===== src/rtl/fq_pkg.sv =====
`default_nettype none
// ============================================================================
// Module      : fq_pkg
// Description : Shared widths, FSM state encoding and the clamp helper for
//               the frequency tuning register.
// Contents    : FQ_W, DELTA_W, fq_tuner_state_t, fq_clamp()
// Revision    : 1.0 - initial release
// ============================================================================
package fq_pkg;

    localparam int FQ_W    = 32;   // frequency register width, Hz
    localparam int DELTA_W = 10;   // detent accumulator width

    typedef enum logic [1:0] {
        FQ_IDLE  = 2'd0,
        FQ_SCALE = 2'd1,
        FQ_APPLY = 2'd2,
        FQ_SEND  = 2'd3
    } fq_tuner_state_t;

    // Clamp a wide signed sum into [fq_min, fq_max]. The bounds are legal
    // frequencies, so the result always fits the frequency register.
    function automatic logic [FQ_W-1:0] fq_clamp(
        input logic signed [63:0] sum,
        input logic signed [63:0] fq_min,
        input logic signed [63:0] fq_max
    );
        logic signed [63:0] r;
        if (sum < fq_min) begin
            r = fq_min;
        end else if (sum > fq_max) begin
            r = fq_max;
        end else begin
            r = sum;
        end
        return r[FQ_W-1:0];
    endfunction

endpackage
`default_nettype wire


===== src/rtl/fq_step_scaler.sv =====
`default_nettype none
// ============================================================================
// Module      : fq_step_scaler
// Description : Registered delta x step multiply with optional acceleration
//               shift. One cycle of latency: prod is valid the cycle after en.
// Ports       : aclk, reset      - clock, synchronous active-high reset
//               en               - load a new product this cycle
//               delta            - signed detent count
//               step_sel         - selects STEP0..STEP3
//               prod             - registered signed product
// Revision    : 1.0 - initial release
// ============================================================================
module fq_step_scaler
    import fq_pkg::*;
#(
    parameter logic [23:0] STEP0        = 24'd1,
    parameter logic [23:0] STEP1        = 24'd10,
    parameter logic [23:0] STEP2        = 24'd100,
    parameter logic [23:0] STEP3        = 24'd1000,
    parameter int          ACCEL_THRESH = 4,
    parameter int          ACCEL_SHIFT  = 3,
    parameter bit          ACCEL_ON     = 1'b0,
    parameter int          PROD_W       = 35
) (
    input  logic                      aclk,
    input  logic                      reset,
    input  logic                      en,
    input  logic signed [DELTA_W-1:0] delta,
    input  logic [1:0]                step_sel,
    output logic signed [PROD_W-1:0]  prod
);

    logic [23:0]               w_step;
    logic signed [34:0]        w_base;
    logic [DELTA_W-1:0]        w_abs;
    logic                      w_accel;
    logic signed [PROD_W-1:0]  w_ext;
    logic signed [PROD_W-1:0]  w_scaled;

    always_comb begin
        case (step_sel)
            2'd0:    w_step = STEP0;
            2'd1:    w_step = STEP1;
            2'd2:    w_step = STEP2;
            default: w_step = STEP3;
        endcase
        // Step is zero-extended to keep it positive in the signed multiply.
        w_base   = delta * $signed({1'b0, w_step});
        // |-512| = 512 still fits DELTA_W bits when read as unsigned.
        w_abs    = delta[DELTA_W-1] ? DELTA_W'(-delta) : DELTA_W'(delta);
        w_accel  = ACCEL_ON && ({{(32-DELTA_W){1'b0}}, w_abs} >= ACCEL_THRESH);
        w_ext    = PROD_W'(w_base);
        w_scaled = w_ext <<< ACCEL_SHIFT;
    end

    always_ff @(posedge aclk) begin
        if (reset) begin
            prod <= '0;
        end else if (en) begin
            prod <= w_accel ? w_scaled : w_ext;
        end
    end

endmodule
`default_nettype wire


===== src/rtl/fq_tuner.sv =====
`default_nettype none
// ============================================================================
// Module      : fq_tuner
// Description : Frequency tuning register. Captures signed detent counts from
//               the dial poller on each rising edge of inc_valid, scales them
//               by the selected step, accumulates into a clamped frequency
//               and publishes every change over a valid/ready handshake.
//               Detents arriving while busy are summed into a saturating
//               pending count and serviced when the FSM returns to idle.
// Config      : FQ_TUNER_ACCEL_EN - when defined, deltas with
//               |fq_inc| >= ACCEL_THRESH are shifted left by ACCEL_SHIFT.
// Ports       : aclk, reset      - clock, synchronous active-high reset
//               fq_inc           - signed detents since last poll
//               inc_valid        - dial output valid (level)
//               step_sel         - step size select
//               freq_out         - current frequency, Hz
//               freq_valid       - freq_out offered downstream
//               freq_ready       - downstream accepts
//               at_limit         - last update was clamped
// Revision    : 1.0 - initial release
// ============================================================================
module fq_tuner
    import fq_pkg::*;
#(
    parameter logic [FQ_W-1:0] FQ_MIN       = 32'd100_000,
    parameter logic [FQ_W-1:0] FQ_MAX       = 32'd30_000_000,
    parameter logic [FQ_W-1:0] FQ_RESET     = 32'd7_000_000,
    parameter logic [23:0]     STEP0        = 24'd1,
    parameter logic [23:0]     STEP1        = 24'd10,
    parameter logic [23:0]     STEP2        = 24'd100,
    parameter logic [23:0]     STEP3        = 24'd1000,
    parameter int              ACCEL_THRESH = 4,
    parameter int              ACCEL_SHIFT  = 3
) (
    input  logic            aclk,
    input  logic            reset,
    input  logic [7:0]      fq_inc,
    input  logic            inc_valid,
    input  logic [1:0]      step_sel,
    output logic [FQ_W-1:0] freq_out,
    output logic            freq_valid,
    input  logic            freq_ready,
    output logic            at_limit
);

`ifdef FQ_TUNER_ACCEL_EN
    localparam bit c_ACCEL_ON = 1'b1;
`else
    localparam bit c_ACCEL_ON = 1'b0;
`endif
    localparam int c_PROD_W = 35 + (c_ACCEL_ON ? ACCEL_SHIFT : 0);
    localparam int c_SUM_W  = c_PROD_W + 1;

    fq_tuner_state_t r_state;
    fq_tuner_state_t w_state_nxt;

    logic                      r_inc_valid_q;
    logic                      r_boot;         // announce FQ_RESET once after reset
    logic signed [DELTA_W-1:0] r_delta;
    logic [1:0]                r_step_sel;
    logic signed [DELTA_W-1:0] r_pending;
    logic                      r_pending_vld;
    logic [FQ_W-1:0]           r_freq;
    logic                      r_at_limit;

    logic                      w_event;
    logic                      w_busy;
    logic signed [DELTA_W-1:0] w_inc_ext;
    logic signed [DELTA_W:0]   w_pend_sum;
    logic signed [DELTA_W-1:0] w_pend_sat;
    logic signed [c_PROD_W-1:0] w_prod;
    logic signed [c_SUM_W-1:0] w_sum;
    logic signed [63:0]        w_sum64;
    logic [FQ_W-1:0]           w_freq_new;
    logic                      w_clamped;

    fq_step_scaler #(
        .STEP0        (STEP0),
        .STEP1        (STEP1),
        .STEP2        (STEP2),
        .STEP3        (STEP3),
        .ACCEL_THRESH (ACCEL_THRESH),
        .ACCEL_SHIFT  (ACCEL_SHIFT),
        .ACCEL_ON     (c_ACCEL_ON),
        .PROD_W       (c_PROD_W)
    ) u_scaler (
        .aclk     (aclk),
        .reset    (reset),
        .en       (r_state == FQ_SCALE),
        .delta    (r_delta),
        .step_sel (r_step_sel),
        .prod     (w_prod)
    );

    assign w_event   = inc_valid & ~r_inc_valid_q;
    // The boot announcement counts as busy so a capture then is not lost.
    assign w_busy    = (r_state != FQ_IDLE) || r_boot;
    assign w_inc_ext = {{(DELTA_W-8){fq_inc[7]}}, fq_inc};

    always_comb begin
        w_pend_sum = {r_pending[DELTA_W-1], r_pending} + {{(DELTA_W-7){fq_inc[7]}}, fq_inc};
        if (w_pend_sum > 11'sd511) begin
            w_pend_sat = 10'b01_1111_1111;
        end else if (w_pend_sum < -11'sd512) begin
            w_pend_sat = 10'b10_0000_0000;
        end else begin
            w_pend_sat = w_pend_sum[DELTA_W-1:0];
        end
    end

    always_comb begin
        w_sum      = {{(c_SUM_W-FQ_W){1'b0}}, r_freq} + {w_prod[c_PROD_W-1], w_prod};
        w_sum64    = {{(64-c_SUM_W){w_sum[c_SUM_W-1]}}, w_sum};
        w_freq_new = fq_clamp(w_sum64, {32'd0, FQ_MIN}, {32'd0, FQ_MAX});
        w_clamped  = (w_sum64 < $signed({32'd0, FQ_MIN})) ||
                     (w_sum64 > $signed({32'd0, FQ_MAX}));
    end

    always_comb begin
        w_state_nxt = r_state;
        case (r_state)
            FQ_IDLE: begin
                if (r_boot) begin
                    w_state_nxt = FQ_SEND;
                end else if (r_pending_vld || w_event) begin
                    w_state_nxt = FQ_SCALE;
                end
            end
            FQ_SCALE: w_state_nxt = FQ_APPLY;
            FQ_APPLY: w_state_nxt = (w_freq_new != r_freq) ? FQ_SEND : FQ_IDLE;
            FQ_SEND:  if (freq_ready) w_state_nxt = FQ_IDLE;
            default:  w_state_nxt = FQ_IDLE;
        endcase
    end

    always_ff @(posedge aclk) begin
        if (reset) begin
            r_state       <= FQ_IDLE;
            r_boot        <= 1'b1;
            r_inc_valid_q <= 1'b1;
            r_delta       <= '0;
            r_step_sel    <= '0;
            r_pending     <= '0;
            r_pending_vld <= 1'b0;
            r_freq        <= FQ_RESET;
            r_at_limit    <= 1'b0;
        end else begin
            r_state       <= w_state_nxt;
            r_inc_valid_q <= inc_valid;
            if (r_state == FQ_IDLE) begin
                r_boot <= 1'b0;
            end

            if (!w_busy) begin
                if (r_pending_vld) begin
                    // Older pending detents go first; a simultaneous new
                    // capture becomes the next pending count.
                    r_delta       <= r_pending;
                    r_step_sel    <= step_sel;
                    r_pending     <= w_event ? w_inc_ext : '0;
                    r_pending_vld <= w_event;
                end else if (w_event) begin
                    r_delta    <= w_inc_ext;
                    r_step_sel <= step_sel;
                end
            end else if (w_event) begin
                r_pending     <= w_pend_sat;
                r_pending_vld <= 1'b1;
            end

            if (r_state == FQ_APPLY) begin
                r_at_limit <= w_clamped;
                if (w_freq_new != r_freq) begin
                    r_freq <= w_freq_new;
                end
            end
        end
    end

    assign freq_out   = r_freq;
    assign freq_valid = (r_state == FQ_SEND);
    assign at_limit   = r_at_limit;

endmodule
`default_nettype wire

===== config.mk =====
export PLATFORM = sky130hd
export DESIGN_NAME = fq_tuner
export DESIGN_NICKNAME = d
export VERILOG_FILES = /design/src/rtl/fq_pkg.sv /design/src/rtl/fq_step_scaler.sv /design/src/rtl/fq_tuner.sv
export SDC_FILE = /design/constraint.sdc
export NUM_CORES = 1
export LEC_CHECK = 0
export CAP_MARGIN = 30
export CORE_ASPECT_RATIO = 0.7
export CORE_UTILIZATION = 48
export CTS_CLUSTER_SIZE = 40
export DETAILED_ROUTE_END_ITERATION = 7
export PLACE_DENSITY = 0.67
export SLEW_MARGIN = 20
export SYNTH_ARGS = -nofsm -noshare
export SYNTH_HDL_FRONTEND = slang
export SYNTH_SLANG_ARGS = --single-unit

===== constraint.sdc =====
create_clock -name aclk -period 11.5 [get_ports aclk]
set_input_delay 3.45 -clock aclk [delete_from_list [all_inputs] [get_ports aclk]]
set_output_delay 3.45 -clock aclk [all_outputs]
set_load 0.01 [all_outputs]

==> summary.md <==
| Metric | Value |
|---|---|
| Width of the die | 175 µm |
| Post-synth EDFFs | 0 |
| Layout overhead on the synthesized area | 9.09% |
| Cell breakdown of the critical path | inv_1 -> nor2_1 -> nand2_1 -> fa_1 -> fa_1 -> inv_1 -> fa_1 -> inv_1 -> fa_1 -> inv_1 -> fa_1 -> ha_1 -> a21oi_1 -> o21bai_1 -> a2111oi_0 -> o41a_1 -> o21ai_0 -> o41ai_1 -> xnor2_1 -> nand2_1 -> a21oi_1 |
| Number of nets in the synthesized netlist | 1437 |
| Commonest register cell after synthesis | dfxtp_1 |
| WP data required | about 12 ns |
| Min-delay worst type | register to register |
| Post-layout instance count excluding filler cells | approximately 1500 |
| Global-route usage over all layers | about a quarter |
| Number of global-route vias before repair | 8026 |
| Grt ovf | 0 |
| Final Max Slew Viols | 0 |
| Post-synthesis cell type count | 88 |
| Initial core utilization | 49.9% |
| Clock buffers created by TritonCTS | 9 |
| Endpoint kind of the worst setup timing path | register |
| Setup-failing EPs final | 0 |
| Layout cell share with drive strength beyond 1 | 4.03% |
| Total standard cell area after synthesis | around 10000 µm² |
| Detailed-placement wirelength estimate | 21100 µm |
| Count of pins on the block boundary | 48 |
| Largest net degree at the start of global routing | 64 |
| Commonest non-fill, non-tap cell in the layout | inv_1 |
| Die Ht | 123 µm |
| Clock tree sinks | ~80 |
| Core Box Area | just over 20000 µm² |
| Routed vias | approximately 9100 |
| Number of synthesized register bits | 81 |
| Cell type with the highest occurrence count on the critical path | fa_1 |
| Max Fclk | 140 MHz |
| Htree depth | 3 |
| Clock transition at the registers of the reported paths | ~0.070 ns |
| Critical Path Slowest Stage Cell | dfxtp_1 |
| Highest cell delay on the worst timing path | slightly above 0.8 ns |
| Die Outline Area | 21500 µm² |
| Syn Inst Count | 1252 |
| Count of nets left with antenna violations after detail routing | 0 |
| Crit Path Class | register to register |
| Critical path fanouts, max | 24 |
| Max-Slew Margin vs Limit | a little under a third |
| Area used by multi-input combinational logic | 7670 µm² |
| Residual DRC | 0 |
| Clock tree from TritonCTS | yes |
| Worst vdd rail ir drop | 0.000119 V |
| Final-layout setup total negative slack | 0 ns |
| Arrival time reported for the critical path endpoint | 7.42 ns |
| Number of buffers and inverters on the critical path | 4 |
| Utilization after layout | 54.4% |
| First-iteration detailed-routing DRC count | slightly below 800 |
| RSZ-0062 raised after global routing | no |
| Buffer levels on the longest clock path | 2 |
| Initial antenna violation count | 0 |
| Slew at the pin closest to its max-slew limit | 1.01 ns |
| Commonest cells after routing, fill and taps aside | inv_1 (126), ha_1 (117), nand2_1 (106), nor2_1 (104), a21oi_1 (90) |
| PnR worst setup slack | 4.36 ns |
| Worst clock skew | 0.0123 ns |
| Register area | 1620 µm² |
| Wire length of the first global-routing pass | 42900 µm |
| Routability Congestion | approximately 1 |
| Avg Vias per Cell | 5.94 |
| Type of origin of the critical path | register |
| CP top delay family | adder cells |
| Post-CTS Hold Buffers | 0 |
| Synthesis Warnings | 0 |
| Total detailed-routing wirelength | 26700 µm |
| Post-placement setup slack | 4.44 ns |
| Number of hold violations in the final report | 0 |
| Average instance area after synthesis | 8.01 µm² |
| Post-CTS Repair Setup Buffers | 0 |
| Fraction of the yosys area taken by sequential cells | 16.2% |
| Final critical delay including setup and external delays | 7.14 ns |
| Leak pwr | around 0.0052 µW |
| Pre-antenna DRT Iters | 7 |
| Pwr dens | 111 nW/µm² |
| Final worst-path cycle share | between 60% and 70% |
| Post-CTS Resized | 0 |
| FILL cells | 1941 |
| Later-pin clock latency in the skew report | 0.36 ns |
| # placed instances | between 1500 and 2000 |
| Count of maximum capacitance violations | 0 |
| Final net count | 1446 |
| Status | completed |
| Count of buffers inserted at the top-level ports | 47 |
| Root buffer cell | clkbuf_16 |
| Post-layout power | 1210 µW |
| Site row count | 43 |
| Diodes inserted | 0 |
| Proportion of register bits with asynchronous set or reset after synthesis | 0% |
| Routed WL per cell | 17.4 µm |
[layout make-up]
type,count,share of cell area (%)
Sequential cell,81,14.8
Timing Repair Buffer,56,4.88
Clock inverter,5,0.572
Tap cell,270,3.09
Inverter,126,4.32
Clock buffer,10,2.18
Multi-Input combinational cell,987,70.1
[worst min-delay path, cell delays in order, from the launching register on]
cell	delay, ns
dfxtp_1	0.31
nand2_1	0.05
a21oi_1	0.05
[per-stage QoR]
stage / area [µm²] / hold slack [ns]
2_1_floorplan: 10000 / 0.436
3_3_place_gp: 10600 / 0.445
3_5_place_dp: 10600 / 0.450
4_1_cts: 10900 / 0.460
5_1_grt: 10900 / 0.479
6_report: 10900 / 0.457
[logic make-up after synthesis]
family | Yosys count | share of synthesized area (%)
XOR/XNOR | 49 | 4.28
other | 1 | 0.0374
adder cells (fa/ha/maj) | 171 | 25.4
AND/OR/NAND/NOR | 396 | 19.5
AO/OA/AOI/OAI | 333 | 23.3
multiplexers | 37 | 3.93
flip-flops | 81 | 16.2
buffers and inverters | 184 | 7.36
[cells in the mapped netlist, types with 29 or more instances]
| cell | count | area (µm²) |
|---|---|---|
| and2_1 | 35 | 219 |
| clkbuf_1 | 43 | 161 |
| nor2_1 | 104 | 390 |
| ha_1 | 117 | 1460 |
| a211oi_1 | 29 | 218 |
| xnor2_1 | 35 | 307 |
| nand2_1 | 106 | 398 |
| o21ai_0 | 45 | 225 |
| fa_1 | 54 | 1080 |
| a21oi_1 | 91 | 455 |
| inv_1 | 126 | 473 |
| dfxtp_1 | 81 | 1620 |
| mux2i_1 | 30 | 300 |
[registers in the layout, indices dropped and copies added (netlist names)]
name and flops:
at_limit 1, freq_out 32, r_boot 1, r_delta 10, r_inc_valid_q 1, r_pending 10
r_pending_vld 1, r_state 2, r_step_sel 2, u_scaler.prod 21
[worst paths after layout]
| kind | start | endpoint | slack, ns | depth (start not counted) |
|---|---|---|---|---|
| setup / recovery | r_step_sel[0] | u_scaler.prod[20] | 4.36 | 21 |
| setup reg to reg | r_step_sel[0] | u_scaler.prod[20] | 4.36 | 21 |
| hold / removal | u_scaler.prod[12] | u_scaler.prod[12] | 0.46 | 2 |
| hold reg to reg | u_scaler.prod[12] | u_scaler.prod[12] | 0.46 | 2 |
[power by group]
| group | internal [µW] | switching (µW) |
|---|---|---|
| clock | 175 | 126 |
| sequential | 304 | 37.0 |
| combinational | 229 | 340 |
[routing by layer]
layer / GRT usage (%) / wire, µm / up-vias
met1: 40.4 / 14200 / 4337
met4: 4.62 / 223 / 0
li1: - / - / 4468
met3: 4.15 / 1890 / 21
met2: 34.7 / 10400 / 298
met5: 0 / 0 / -
Power figures use the tool's default switching activity.
